`config.mk`:
```
export PLATFORM = sky130hd
export DESIGN_NAME = mmio_gpio_hub
export DESIGN_NICKNAME = d
export VERILOG_FILES = /design/src/rtl/mmio_gpio_hub.sv
export SDC_FILE = /design/constraint.sdc
export NUM_CORES = 1
export LEC_CHECK = 0
export ABC_AREA = 1
export BUFFER_PORTS_ARGS = -buffer_cell sky130_fd_sc_hd__buf_2
export CORE_ASPECT_RATIO = 0.6
export CORE_MARGIN = 3
export CORE_UTILIZATION = 51
export DETAILED_ROUTE_END_ITERATION = 12
export GPL_ROUTABILITY_DRIVEN = 0
export PLACE_DENSITY = 0.73
export RECOVER_POWER = 100
export SETUP_SLACK_MARGIN = 0.15
export SLEW_MARGIN = 20
export SYNTH_ARGS = -nofsm -noshare
export SYNTH_HDL_FRONTEND = slang
export SYNTH_SLANG_ARGS = --single-unit
export TNS_END_PERCENT = 5
```
`constraint.sdc`:
```
create_clock -name clock -period 9.9 [get_ports clock]
set_input_delay 0.99 -clock clock [delete_from_list [all_inputs] [get_ports clock]]
set_output_delay 0.99 -clock clock [all_outputs]
set_load 0.03 [all_outputs]
```
`src/rtl/mmio_gpio_hub.sv`:
```
// Memory-mapped GPIO slave: LED register, debounced switches with sticky change flags, registered reads.
// Optional 32-bit free-running timer at offset 0x80 when IO_TIMER_EN is defined.
module mmio_gpio_hub #(
  parameter int SW_WIDTH  = 24,
  parameter int LED_WIDTH = 24,
  parameter int DB_CYCLES = 16
) (
  input  logic                 clock,
  input  logic                 reset,
  input  logic                 io_read,
  input  logic                 io_write,
  input  logic [31:0]          addr,
  input  logic [31:0]          wdata,
  output logic [31:0]          rdata,
  output logic                 rvalid,
  input  logic [SW_WIDTH-1:0]  sw_in,
  output logic [LED_WIDTH-1:0] led_out,
  output logic [SW_WIDTH-1:0]  sw_db
);

  localparam int CW = $clog2(DB_CYCLES + 1);
  localparam logic [CW-1:0] CNT_LAST = CW'(DB_CYCLES - 1);

  localparam logic [7:0] OFF_LED   = 8'h60;
  localparam logic [7:0] OFF_SW    = 8'h70;
  localparam logic [7:0] OFF_CHG   = 8'h74;
  localparam logic [7:0] OFF_TIMER = 8'h80;

  logic                in_region;
  logic [7:0]          offset;
  logic                rd_hit;
  logic                wr_hit;
  logic                chg_clr;
  logic [31:0]         rd_mux;
  logic [SW_WIDTH-1:0] s1;
  logic [SW_WIDTH-1:0] s2;
  logic [SW_WIDTH-1:0] chg;
  logic [SW_WIDTH-1:0] accept;
  logic [CW-1:0]       cnt [SW_WIDTH];
  logic                unused_bits;

  assign in_region   = (addr[31:10] == 22'h3FFFFF);
  assign offset      = addr[7:0];
  assign wr_hit      = io_write && in_region;
  // A simultaneous write suppresses the read entirely
  assign rd_hit      = io_read && !io_write && in_region;
  assign chg_clr     = rd_hit && (offset == OFF_CHG);
  assign unused_bits = ^{addr[9:8], wdata};

`ifdef IO_TIMER_EN
  logic [31:0] timer;

  always_ff @(posedge clock or posedge reset) begin
    if (reset)
      timer <= '0;
    else if (wr_hit && offset == OFF_TIMER)
      timer <= wdata;
    else
      timer <= timer + 32'd1;
  end
`endif

  always_comb begin
    rd_mux = '0;
    case (offset)
      OFF_LED:   rd_mux[LED_WIDTH-1:0] = led_out;
      OFF_SW:    rd_mux[SW_WIDTH-1:0]  = sw_db;
      OFF_CHG:   rd_mux[SW_WIDTH-1:0]  = chg;
`ifdef IO_TIMER_EN
      OFF_TIMER: rd_mux = timer;
`endif
      default:   rd_mux = '0;
    endcase
  end

  always_ff @(posedge clock or posedge reset) begin
    if (reset)
      led_out <= '0;
    else if (wr_hit && offset == OFF_LED)
      led_out <= wdata[LED_WIDTH-1:0];
  end

  always_ff @(posedge clock or posedge reset) begin
    if (reset) begin
      rdata  <= '0;
      rvalid <= 1'b0;
    end else begin
      rvalid <= rd_hit;
      if (rd_hit)
        rdata <= rd_mux;
    end
  end

  always_ff @(posedge clock or posedge reset) begin
    if (reset) begin
      s1 <= '0;
      s2 <= '0;
    end else begin
      s1 <= sw_in;
      s2 <= s1;
    end
  end

  always_comb begin
    accept = '0;
    for (int i = 0; i < SW_WIDTH; i++)
      accept[i] = (s2[i] != sw_db[i]) && (cnt[i] == CNT_LAST);
  end

  // Counter restarts whenever the synchronised input matches the accepted state or an accept fires
  always_ff @(posedge clock or posedge reset) begin
    if (reset) begin
      for (int i = 0; i < SW_WIDTH; i++)
        cnt[i] <= '0;
    end else begin
      for (int i = 0; i < SW_WIDTH; i++) begin
        if (s2[i] == sw_db[i] || accept[i])
          cnt[i] <= '0;
        else
          cnt[i] <= cnt[i] + 1'b1;
      end
    end
  end

  // New accepts win over a same-cycle clear-on-read
  always_ff @(posedge clock or posedge reset) begin
    if (reset) begin
      sw_db <= '0;
      chg   <= '0;
    end else begin
      sw_db <= sw_db ^ accept;
      chg   <= (chg & ~{SW_WIDTH{chg_clr}}) | accept;
    end
  end

endmodule

```
==> impl_metrics.toml <==
[yosys]
synth_top_area_share_pct = 59.1
netlist_area_um2 = 11200
synth_mux_area_share_pct = 0
yosysSeqAreaShare_pct = 59.1
synth_warnings = 0
synth_area_leader_cell = "dfrtp_1"
synth_fa_ha_area_share_pct = 5.35
synth_cell_type_count = 24
synthTopCellsByArea = "dfrtp_1 (59%), nand2_1 (12%), nor2_1 (5.4%)"
synth-xor-area-share_pct = 3.67
netlist_instances = 1191
ys_ff_latch = 265
yosys.area_share.simple_pct = 26.1
synth_compound_area_share_pct = 0.112
synth_area_per_cell_um2 = 9.42
synth_top_family_by_area = "simple AND/OR/NAND/NOR gates"

[grt]
busiest_layer = "met2"
grtUsageMet3_pct = 4.22
grt_util_met1_pct = 30.2
antenna_found_initial = 0
grt_remaining_overflow = 0
grt_first_pass_wirelength_um = 39800
grt_pass1_vias = 7937
grt_max_degree = 141
grtUsageMet2_pct = 32.8
track_usage_pct = 20.7

[run_status]
violations = "capacitance limit, slew limit"
outcome = "finished, violations left"

[cts]
clk_path_buf_depth = 3
cts_resized = 0
clk_pin_slew_ps = 60
htree_levels = 1
hold_buffers = 0
cts_setup_buffers = 0
cts_root_buf = "clkbuf_16"
cts_tree = "yes"
clock_latency_ps = 510
numClockSinks = 265
cts_made_buffers = 24

[route]
viasPerCell = 4.95
drc = 0
wl_per_cell_um = 14.8
drtPass1Iterations = 5
initialDrtViolationCount = 414
drt_wl_total_um = 24500
antenna_left = 0
num_vias = 8177

[power]
vdd_drop_max_mv = 0.112
power_mw = 2.23
p_leak_nw = 6.52
power_density_nw_per_um2 = 172

[timing]
slew_viol_final = 242
fin_ws_ps = 4530
final.min_clock_period_ps = 5370
maxClockFrequency_mhz = 186
setup_tns_ps = 0
worst-slew-pin-transition_ps = 6010
holdWs_ps = 349
finalSetupViolations = 0
rsz0062_at_grt = "no"
fin_skew_ps = 8.30
hold_viol_final = 0
period_share_pct = 54.3
relSlewSlack_pct = -301

[layout]
post-route-util_pct = 60.8
layout.nets = 1494
drive_above_1_share_pct = 9.55
multiInputGateArea_um2 = 3960
areaGrowthSynthToFinish_pct = 15.3
nFillCells = 1846
regArea_um2 = 6630
num_antenna_cells = 0

[critical_path]
crit_path_top_delay_cell = "clkbuf_1"
max_stage_delay_ps = 1730
cp-start-kind = "input pin"
critical_path_class = "in2reg"
cp_max_fo = 49
arrival_ps = 5760
cp-end-kind = "flop"
path_cells = "buf_2, nor2_1, and2_2, clkbuf_1, nand2_1, nor2_8, nand3_1, nand2_1, nand2_1"
crit_path_frequent_cell = "nand2_1"
cp.required_ps = 10280

[placement]
place_hpwl_um = 15800
dp_slack_ps = 6580
portBuffers = 154

[floorplan]
die_w_um = 197
start_util_pct = 52.7
coreArea_um2 = 21300
rows = 41
fp.dieH_um = 121
die-area_um2 = 23900
ioPinCount = 173

[worst_hold_path]
min_path_type = "reg2reg"

[flow_run]
max_cap_viol_count = 4
layout make-up:
class	count	area share [%]
inverters	109	3.17
multi-input cells	790	30.6
clock inverters	5	0.774
well taps	279	2.70
repair buffers	164	5.73
flip-flops and latches	265	51.3
clock buffers	39	5.78
routing by layer:
layer / vias to the layer above / routed length [um]
li1: 4030 / -
met1: 3901 / 11400
met2: 218 / 10900
met3: 28 / 1720
met4: 0 / 344
met5: - / 0
through the flow:
stage	std cells	instance area, um^2
final	1651	12900
after global routing	1651	12900
after CTS	1651	13100
after detailed placement	1607	12200
after global placement	1607	12200
after floorplan	1198	11200
placed cells by master (no fill, tap or decap), drive strengths merged:
master,synthesis,layout
a21oi,1,1
and2,1,1
buf,34,86
bufinv,0,3
clkbuf,0,117
clkinv,0,2
clkinvlp,0,1
conb,1,8
dfrtp,265,265
ha,48,48
inv,109,108
nand2,366,366
nand3,99,99
nand4,26,26
nor2,167,167
nor3,1,1
nor3b,24,24
nor4,1,1
o211ai,1,1
xor2,47,47
critical path: cells and delay by family:
family | cells | cell delay (ps)
and+or+nand+nor | 7 | 2890
buffers and inverters | 2 | 1820
sequential cells by signal, indices dropped and copies added, names as in the netlist, named ones only:
register  count
cnt         120
chg          24
led_out      24
rdata        24
s1           24
s2           24
rvalid        1
power breakdown:
| part | leakage (nW) | total (mW) | switching [mW] | internal, mW |
|---|---|---|---|---|
| registers | 3.40 | 1.14 | 0.0210 | 1.12 |
| clock network | 0.417 | 0.985 | 0.391 | 0.594 |
| logic | 2.70 | 0.104 | 0.0686 | 0.0357 |
| total | 6.52 | 2.23 | 0.480 | 1.75 |
synth_stat cells:
| cell type | instances |
|---|---|
| nor3_1 | 1 |
| nor3b_1 | 24 |
| nand4_2 | 1 |
| nand2_4 | 1 |
| buf_2 | 18 |
| buf_6 | 3 |
| nor4_1 | 1 |
| buf_4 | 13 |
| ha_1 | 48 |
| nor2_1 | 161 |
| xor2_1 | 47 |
| nand3_1 | 98 |
| dfrtp_1 | 265 |
| nand2_1 | 365 |
| nand3_4 | 1 |
| nor2_2 | 2 |
| nand4_1 | 25 |
| o211ai_1 | 1 |
| nor2_4 | 3 |
| nor2_8 | 1 |
| conb_1 | 1 |
| inv_1 | 109 |
| a21oi_1 | 1 |
| and2_0 | 1 |
cell families (layout without fill, tap and decap cells):
family,count (synthesis),after routing
XOR/XNOR,47,47
flip-flops,265,265
adder cells (fa/ha/maj),48,48
buffers and inverters,143,317
AND/OR/NAND/NOR,685,685
other,1,8
AO/OA/AOI/OAI,2,2
worst paths after layout:
check,startpoint,to,slack (ps),depth (start not counted)
worst max-delay path,addr[1],led_out[16],4530,9
worst min-delay path,s1[11],s2[11],350,0
worst max register to register,cnt[0],cnt[2],8360,7
worst min register to register,s1[11],s2[11],350,0
max in group asynchronous,reset,asynchronous set/reset pin,4830,2
min in group asynchronous,reset,s1[8],2320,2
No activity file was read; power rests on OpenSTA's default activity.
